--- src/rtl/bcd_seg_scan.sv ---
// Multiplexed 4-digit BCD to 7-segment driver with a load-captured shadow
// register, per-digit prescaled scanning, leading-zero blanking and a non-BCD flag.
module bcd_seg_scan #(
    parameter int SCAN_DIV = 4,
    parameter bit BLANK_LZ = 1'b1
) (
    input  logic        clk,
    input  logic        rst_syn,
    input  logic [15:0] din,
    input  logic        load,
    output logic [6:0]  seg,
    output logic [3:0]  an,
    output logic        err
);
    localparam int CW = (SCAN_DIV > 1) ? $clog2(SCAN_DIV) : 1;
    localparam logic [CW-1:0] CNT_MAX = CW'(SCAN_DIV - 1);

    logic [CW-1:0] cnt_q, cnt_d;
    logic [1:0]    idx_q, idx_d;
    logic [15:0]   shadow_q, shadow_d;
    logic          err_q, err_d;
    logic [3:0]    an_q, an_d;
    logic [6:0]    seg_q, seg_d;

    logic [3:0] digit;
    logic [3:0] lead_zero;
    logic       non_bcd;

    function automatic logic [6:0] seg_of(input logic [3:0] v);
        case (v)
            4'd0:    seg_of = 7'h3F;
            4'd1:    seg_of = 7'h06;
            4'd2:    seg_of = 7'h5B;
            4'd3:    seg_of = 7'h4F;
            4'd4:    seg_of = 7'h66;
            4'd5:    seg_of = 7'h6D;
            4'd6:    seg_of = 7'h7D;
            4'd7:    seg_of = 7'h07;
            4'd8:    seg_of = 7'h7F;
            4'd9:    seg_of = 7'h6F;
            default: seg_of = 7'h40;
        endcase
    endfunction

    always_comb begin
        cnt_d    = cnt_q;
        idx_d    = idx_q;
        shadow_d = shadow_q;
        err_d    = err_q;

        if (cnt_q == CNT_MAX) begin
            cnt_d = '0;
            idx_d = idx_q + 2'd1;
        end else begin
            cnt_d = cnt_q + 1'b1;
        end

        non_bcd = (din[3:0] > 4'd9) || (din[7:4] > 4'd9) ||
                  (din[11:8] > 4'd9) || (din[15:12] > 4'd9);
        if (load) begin
            shadow_d = din;
            err_d    = non_bcd;
        end

        // lead_zero[k]: digit k and every more-significant digit are zero; digit0 never blanks
        lead_zero[3] = (shadow_q[15:12] == 4'd0);
        lead_zero[2] = lead_zero[3] && (shadow_q[11:8] == 4'd0);
        lead_zero[1] = lead_zero[2] && (shadow_q[7:4] == 4'd0);
        lead_zero[0] = 1'b0;

        case (idx_q)
            2'd0:    digit = shadow_q[3:0];
            2'd1:    digit = shadow_q[7:4];
            2'd2:    digit = shadow_q[11:8];
            default: digit = shadow_q[15:12];
        endcase

        an_d  = 4'b0001 << idx_q;
        seg_d = seg_of(digit);
        if (BLANK_LZ && lead_zero[idx_q]) begin
            seg_d = 7'h00;
        end
    end

    always_ff @(posedge clk) begin
        if (rst_syn) begin
            cnt_q    <= '0;
            idx_q    <= 2'd0;
            shadow_q <= 16'h0000;
            err_q    <= 1'b0;
            an_q     <= 4'b0000;
            seg_q    <= 7'h00;
        end else begin
            cnt_q    <= cnt_d;
            idx_q    <= idx_d;
            shadow_q <= shadow_d;
            err_q    <= err_d;
            an_q     <= an_d;
            seg_q    <= seg_d;
        end
    end

    assign seg = seg_q;
    assign an  = an_q;
    assign err = err_q;
endmodule

--- config.mk ---
export PLATFORM = sky130hd
export DESIGN_NAME = bcd_seg_scan
export DESIGN_NICKNAME = d
export VERILOG_FILES = /design/src/rtl/bcd_seg_scan.sv
export SDC_FILE = /design/constraint.sdc
export NUM_CORES = 1
export LEC_CHECK = 0
export ABC_CLOCK_PERIOD_IN_PS = 5200
export BUFFER_PORTS_ARGS = -buffer_cell sky130_fd_sc_hd__buf_2
export CORE_AREA = 2 2 58 60
export CTS_CLUSTER_SIZE = 30
export DETAILED_ROUTE_END_ITERATION = 6
export DIE_AREA = 0 0 60 62
export PLACE_DENSITY_LB_ADDON = 0.2
export SETUP_SLACK_MARGIN = 0.1
export SLEW_MARGIN = 20
export SYNTH_ARGS = -nofsm -noshare
export SYNTH_HDL_FRONTEND = slang
export SYNTH_SLANG_ARGS = --single-unit
--- constraint.sdc ---
create_clock -name clk -period 5.2 [get_ports clk]
set_input_delay 0.26 -clock clk [delete_from_list [all_inputs] [get_ports clk]]
set_output_delay 0.26 -clock clk [all_outputs]
set_load 0.01 [all_outputs]
; Yosys cells after proc, flatten, opt, wreduce, memory -nomap -nowiden
; Memories as Yosys holds them, arrays and structs flattened. A register that Yosys moved wholly into a read port is not among the register bits.
; Cells that the tools add are included.
[totals]
in_bits = 19
regBits = 25
wordCells = 31
n_memories = 1
mem_bits_ro = 112
[memory_table]
columns = memory, words, word_bits, rd, rd_ports_with_merged_regs, write_ports, line
row1 = (no name shown), 16, 7, 1, 1, 0, 30  ; case (v)
[op_classes]
n_lt_le_gt_ge = 5
muxes = 3
eq_ne = 3
shifts = 1
reduce_logical = 11
n_addsub = 2
[op_table]
columns = op, count
row1 = 4-bit greater-than comparator (second input constant), 4
row2 = 4-bit logical NOT, 3
row3 = 4-bit one-hot mux with 3 select lines, 1
row4 = 2-bit by 1-bit adder with 2-bit output (second input constant), 2
row5 = 2-bit equality test (second input constant), 2
row6 = 2-bit OR reduction, 2
row7 = 1-bit by 2-bit << shifter with 4-bit output (first input constant), 1
row8 = 1-bit logical OR, 3
row9 = 2-bit by 3-bit less-than comparator with 1-bit output (second input constant), 1
row10 = 1-bit binary-select mux with 2-bit select, 1
row11 = 2-bit by 1-bit equality test with 1-bit output (second input constant), 1
row12 = 1-bit logical AND, 2
row13 = 2-bit logical NOT, 1
row14 = 1-bit two-way mux, 1

; Longest topological paths before layout
; Gate-level depths: netlist of run 1.
[depth]
depth_word = 6
ltp_mapped = 10
mapped_depth_nobuf = 10

; Worst setup path before layout of run 1
; Ideal clock, no wire load.
[synth_path]
kind = register to register
startpoint = register idx_q[0]
endpoint = register seg_q[3] (netlist: seg[3])
stages_incl_launch_ff = 11
setup_time_ns = 0.086
t_required_ns = 5.114
period_less_slack_ns = 2.467
arrival_ns = 2.381
path_buffers = 1
path_slack_ns = 2.733
cell_sequence = dfxtp_1 ha_1 inv_1 clkbuf_1 o2bb2ai_1 inv_1 ha_1 a211o_2 o32ai_1 o21ai_0 a211oi_1
[synth_between]
elab_chain_len = 3
elab_cells_between_ends = 7
classes_between = eq/ne (2) / mux (3) / reduce/logical (2)
[synth_rtl]
columns = element, line
row1 = from (decl), 19  ; logic [1:0] idx_q, idx_d;
row2 = from (signal assigned), 95  ; idx_q <= idx_d;
row3 = 1-bit binary-select mux with 2-bit select, 80  ; if (BLANK_LZ && lead_zero[idx_q]) begin
row4 = 1-bit two-way mux (implied by the code), 80
row5 = 2-bit OR reduction (no source line), -
row6 = to (decl), 23  ; logic [6:0] seg_q, seg_d;
; Parallel ways exist; a longest one is shown, timed or not. The select of a mux whose other input is x is not followed.
; A chain may end at the register's enable or synchronous reset.

; Worst setup path in the final report of run 1
[layout_path]
startpoint = register idx_q[0]
endpoint = register seg_q[0] (netlist: seg[0])
; Same word-level chain as after synthesis.

==> flow_summary.ini, run 1 <==
[timing]
tightestPinTransition_ns = 0.821
rsz0062_at_grt = no
finalHoldViolCount = 0
fin_ws_ns = 2.23
finalCritPeriodShare_pct = 57.1
slew_viol_final = 0
setup_viol = 0
slew_headroom_pct = 45.3
max_freq_mhz = 337
fin_crit_ns = 2.97
finalClockSkew_ns = 0.00447
fin_tns_setup_ns = 0

[routing]
vias = 1207
avgRoutedWirePerCell_um = 13.8
wirelength_um = 3140
first_iter_violations = 52
drc_errors = 0
via_per_inst = 5.29
dr.pass1.iters = 4
ant_nets = 0

[floorplanning]
fp.coreArea_mm2 = 0.00318
die-area_mm2 = 0.00372
die_w_um = 60
io_pins = 31
die_h_um = 62
num_rows = 21
start_util_pct = 47.3

[place]
dp_cells = 220
place_congestion = 0.896
portBuffers = 30
post-dp-hpwl_um = 2350
dpl_worst_slack_ns = 2.27

[synth]
synth_top_area_share_pct = 42.6
netlist_top_cells_area = dfxtp_1 43%, mux2i_1 12%, ha_1 9.2%, nor2_1 4.7%, a211oi_1 4.5%
yosys_warnings = 0
netlist_top_cells_count = 32 x dfxtp_1, 19 x nor2_1, 18 x mux2i_1
yosysTopAreaCell = dfxtp_1
avgSynthCellArea_um2 = 10.0
ys.flop_type = dfxtp_1
ys_seq_elements = 32
synthArstFlopShare_pct = 0
synth_edf_count = 0
netlist_area_mm2 = 0.00150
yosysMostFrequentCell = dfxtp_1
synth.distinct_cells = 33
yosysSeqAreaShare_pct = 42.6
synth_nets = 180
synth_cells = 150

[hold_path]
hp-class = primary input to register
hold_start = din[0]

[grt]
grt_use_total_pct = 18.4
grt_max_degree = 33
grt_pass1_wl_um = 5080
antenna_found_initial = 0
grt-ovfl-total = 0
grt_pass1_vias = 1158

[power_and_ir_drop]
comb_power_share_pct = 16.6
p_int_w = 0.000406
p_sw_share_pct = 25.9
peakVddDrop_mv = 0.151
power.clock.fraction_pct = 33.4
pwr_density_cell_mw_per_mm2 = 311
seqPwrFrac_pct = 50.0
total_power_w = 0.000549
leakagePower_nw = 0.792
switching_power_w = 0.000142

[clock_network]
cts_buffer_depth = 2
cts_root_buffer = clkbuf_4
post_cts_buffers = 0
clock_latency_ns = 0.34
numCtsBuffers = 5
cts-resized-gates = 0
cts.clk_slew.worst_paths_ns = 0.10
tritoncts = built
cts_sinks = 32
ctsHoldBuffers = 0
htreeDepth = 2

[status]
status = completed

[worst_setup_path]
cp.arrival_ns = 3.22
path_class = register to register
critPathMaxFanout = 12
r2r_start = idx_q[0]
cp-start-kind = register
crit_start = idx_q[0]
worst_setup_path_end_kind = register
cp.required_ns = 5.45

[finish]
syn_to_final_growth_pct = 17.3
stdcell_count = 228
fill_cells = 294
layout-drive-gt1-share_pct = 24.7
fin_nets = 211
diodes = 0

[job]
drv_cap = 0
## registers in the layout, indices dropped and copies added, names as in the netlist
| register | cells |
|---|---|
| idx_q | 2 |
| cnt_q | 2 |
| err | 1 |
| an | 4 |
| seg | 7 |
| shadow_q | 16 |
## logic make-up after synthesis
logic type	synth area share [%]
flip-flops	42.6
AO/OA/AOI/OAI	17.4
buffers and inverters	3.83
AND/OR/NAND/NOR	12.2
adder cells (fa/ha/maj)	9.15
XOR/XNOR	0.582
multiplexers	14.2
## cell usage in the layout, fill, tap and decap left out, types with 2 or more instances in the layout
| master | netlist | layout |
|---|---|---|
| a211o_2 | 2 | 2 |
| a21oi_1 | 3 | 3 |
| a211oi_1 | 9 | 9 |
| nor3_1 | 7 | 7 |
| clkbuf_4 | 0 | 5 |
| nor4_1 | 2 | 2 |
| buf_2 | 1 | 30 |
| o21ai_0 | 7 | 7 |
| ha_1 | 11 | 11 |
| mux2i_1 | 18 | 18 |
| nand3_1 | 2 | 2 |
| a21o_2 | 2 | 2 |
| inv_1 | 9 | 9 |
| nor3b_1 | 2 | 2 |
| a222oi_1 | 3 | 3 |
| dfxtp_1 | 32 | 32 |
| nor2_1 | 19 | 19 |
## routing by layer
| metal | share of wire [%] | wire, um | track usage [%] | vias up |
|---|---|---|---|---|
| met4 | 1.4 | 44 | 9.52 | 0 |
| li1 | - | - | - | 612 |
| met3 | 4.6 | 144 | 4.35 | 7 |
| met1 | 46 | 1440 | 21.8 | 558 |
| met5 | 0 | 0 | 0 | - |
| met2 | 48 | 1520 | 31.2 | 30 |
## power groups by stage
stage / clock (W) / sequential, W / combinational, W
after floorplan: 0 / 0.000282 / 0.0000586
after global placement: 0 / 0.000279 / 0.0000878
after detailed placement: 0 / 0.000280 / 0.0000909
after CTS: 0.000187 / 0.000275 / 0.0000916
after global routing: 0.000199 / 0.000277 / 0.000102
final: 0.000183 / 0.000274 / 0.0000912
## final cells by class
cell class / instances / area (um^2) / area share, %
timing repair buffer: 30 / 150 / 8.51
clock buffer: 6 / 41.3 / 2.34
clock inverter: 2 / 35.0 / 1.99
inverter: 9 / 33.8 / 1.91
tap: 46 / 57.6 / 3.26
sequential: 32 / 641 / 36.3
multi-input combinational: 103 / 806 / 45.7
## final timing paths
kind / cells past startpoint / slack (ns) / endpoint
max: 9 / 2.23 / seg[0]
min: 3 / 0.15 / shadow_q[0]
max reg2reg: 9 / 2.23 / seg[0]
min reg2reg: 1 / 0.43 / cnt_q[0]
## critical path: stages, from the launching register on
cell,delay [ns]
dfxtp_1,0.39
ha_1,0.29
inv_1,0.36
mux2i_1,0.54
inv_1,0.24
ha_1,0.26
a211o_2,0.30
o32ai_1,0.13
o21ai_0,0.14
a211oi_1,0.24
## per-stage QoR
step                util, %  hold WS, ns  cell area [um^2]
finish                 55.5        0.152              1760
global route           55.5        0.176              1760
CTS                    55.5        0.147              1760
detailed placement     53.1        0.424              1690
global placement       53.1        0.414              1690
floorplan                 -        0.338              1500
Power figures use the tool's default switching activity.
==> run 2: changes to the inputs <==
--- a/config.mk
+++ b/config.mk
@@ -5,7 +5,8 @@
 export SDC_FILE = /design/constraint.sdc
 export NUM_CORES = 1
 export LEC_CHECK = 0
-export ABC_CLOCK_PERIOD_IN_PS = 5200
+export ABC_AREA = 1
+export ABC_CLOCK_PERIOD_IN_PS = 2840
 export BUFFER_PORTS_ARGS = -buffer_cell sky130_fd_sc_hd__buf_2
 export CORE_AREA = 2 2 58 60
 export CTS_CLUSTER_SIZE = 30
==> constraint.sdc (replaced) <==
create_clock -name clk -period 2.84 [get_ports clk]
set_input_delay 0.142 -clock clk [delete_from_list [all_inputs] [get_ports clk]]
set_output_delay 0.142 -clock clk [all_outputs]
set_load 0.01 [all_outputs]
==> run 2 against run 1 <==
Compared with the run above: total power is 85% higher; clock power is 86% higher; synthesized area hardly changed; via count is 7.7% higher; sequential power is 84% higher; critical path type unchanged; critical endpoint is now seg[3]; largest power group unchanged; highest routed layer unchanged.
==> flow_summary.ini, run 2 <==
[status]
status = completed

[floorplanning]
io_pins = 31
fp.coreArea_mm2 = 0.00318
start_util_pct = 47.3
die_h_um = 62
die-area_mm2 = 0.00372
die_w_um = 60
num_rows = 21

[synth]
yosysTopAreaCell = dfxtp_1
synth.distinct_cells = 24
yosysMostFrequentCell = nand2_1
netlist_top_cells_area = dfxtp_1 43%, ha_1 9.1%, nand2_1 9.0%, nor2_1 8.7%, o21ai_0 6.7%
yosysSeqAreaShare_pct = 42.6
synth_edf_count = 0
synth_cells = 201
ys.flop_type = dfxtp_1
avgSynthCellArea_um2 = 7.49
synthArstFlopShare_pct = 0
netlist_area_mm2 = 0.00151
synth_nets = 231
synth_top_area_share_pct = 42.6
netlist_top_cells_count = 36 x nand2_1, 35 x nor2_1, 32 x dfxtp_1
ys_seq_elements = 32
yosys_warnings = 0

[finish]
fin_nets = 263
register_area_um2 = 641
layout-drive-gt1-share_pct = 21.4
largest_reg_flops = 16
fill_cells = 320
final_common_cell = nand2_1
diodes = 0
postLayoutCoreUtil_pct = 55.6
final_cell_mix = 36 x nand2_1, 35 x nor2_1, 32 x dfxtp_1, 30 x buf_2, 20 x o21ai_0
multiInputGateArea_um2 = 773
syn_to_final_growth_pct = 17.5
regMostFlops = shadow_q

[power_and_ir_drop]
pwr_density_cell_mw_per_mm2 = 574
peakVddDrop_mv = 0.266
p_int_w = 0.000739
p_sw_share_pct = 27.1
leakagePower_nw = 0.871
switching_power_w = 0.000275
comb_power_share_pct = 16.9
seqPwrFrac_pct = 49.5
power.clock.fraction_pct = 33.6

[worst_setup_path]
critPathMaxFanout = 7
path_class = register to register
rr_endpoint = seg[3]
worst_setup_path_end_kind = register
crit_start = idx_q[0]
cp-start-kind = register
reg2regPathDepth = 11
rrSetupSlack_ns = 0.74
r2r_start = idx_q[0]
crit_path_end = seg[3]
cp.arrival_ns = 2.37
cp.required_ns = 3.11

[timing]
finalHoldViolCount = 0
fin_crit_ns = 2.10
max_freq_mhz = 477
tightestPinTransition_ns = 0.566
slew_headroom_pct = 62.2
finalClockSkew_ns = 0.00809
setup_viol = 0
slew_viol_final = 0
finalCritPeriodShare_pct = 73.9
fin_tns_setup_ns = 0
rsz0062_at_grt = no

[clock_network]
cts.clk_slew.worst_paths_ns = 0.10
tritoncts = built
clock_latency_ns = 0.34
numCtsBuffers = 5
post_cts_buffers = 0
cts-resized-gates = 0
ctsHoldBuffers = 0
htreeDepth = 2
cts_buffer_depth = 2
cts_sinks = 32
cts_root_buffer = clkbuf_4

[place]
place_congestion = 0.784
portBuffers = 30
post-dp-hpwl_um = 2160

[routing]
wirelength_um = 2860
drc_errors = 0
via_per_inst = 4.64
dr.pass1.iters = 4
vias = 1300
avgRoutedWirePerCell_um = 10.2
first_iter_violations = 52
ant_nets = 0

[grt]
antenna_found_initial = 0
grt_use_total_pct = 17.7
grt_pass1_vias = 1082
grt_pass1_wl_um = 4770
grt_max_degree = 22
grt-ovfl-total = 0

[hold_path]
hp-class = primary input to register

[job]
drv_cap = 0
[run 2: through the flow]
step                hold slack (ns)  total power [W]  std cells  setup slack, ns  area (um^2)
detailed placement            0.370         0.000685        272            0.766         1690
global placement              0.364         0.000684        272            0.776         1690
CTS                         0.00128          0.00103        280            0.733         1770
global route                 0.0111          0.00108        280            0.567         1770
floorplan                     0.277         0.000632        201             1.00         1510
finish                       0.0193          0.00101        280            0.743         1770
[run 2: layout make-up]
type / count / area share (%)
multi-input combinational: 146 / 43.7
clock buffer: 6 / 2.34
inverter: 18 / 3.96
sequential: 32 / 36.2
timing repair buffer: 30 / 8.49
clock inverter: 2 / 1.98
tap: 46 / 3.26
[run 2: worst min path at each step]
stage,start,to,slack [ns],cells past startpoint
after floorplan,din[11],shadow_q[11],0.28,2
final,din[8],shadow_q[8],0.02,3
after detailed placement,din[8],shadow_q[8],0.37,3
after CTS,din[4],shadow_q[4],0.001,3
after global routing,din[4],shadow_q[4],0.01,3
after global placement,din[8],shadow_q[8],0.36,3
[run 2: critical path: stages (launching register included)]
cell     delay [ns]
dfxtp_1        0.49
inv_2          0.10
ha_1           0.27
nand2_1        0.09
nand2_1        0.08
o21ai_4        0.24
inv_1          0.13
ha_1           0.30
nand3_1        0.10
nand2_1        0.09
nand2_1        0.05
a21oi_1        0.10
[run 2: logic make-up (layout without fill, tap and decap cells)]
| group | count (synthesis) | count (layout) | synth area share [%] |
|---|---|---|---|
| AOI/OAI and AO/OA | 39 | 39 | 14.0 |
| and+or+nand+nor | 95 | 95 | 27.6 |
| DFF | 32 | 32 | 42.6 |
| adders and majority gates | 11 | 11 | 9.14 |
| buffers and inverters | 23 | 56 | 6.07 |
| xor gates and xnor gates | 1 | 1 | 0.582 |
[run 2: metal layers]
layer | part of all wire (%) | global-route usage [%]
met5 | 0 | 0
met4 | 2.3 | 8.57
met3 | 5.3 | 6.83
met2 | 43 | 26.9
met1 | 50 | 22.1
[run 2: power groups by stage]
stage	clock [W]	combinational (W)	sequential, W
2_1_floorplan	0	0.000113	0.000520
3_3_place_gp	0	0.000171	0.000513
3_5_place_dp	0	0.000171	0.000514
4_1_cts	0.000351	0.000172	0.000503
5_1_grt	0.000371	0.000200	0.000508
6_report	0.000340	0.000171	0.000503
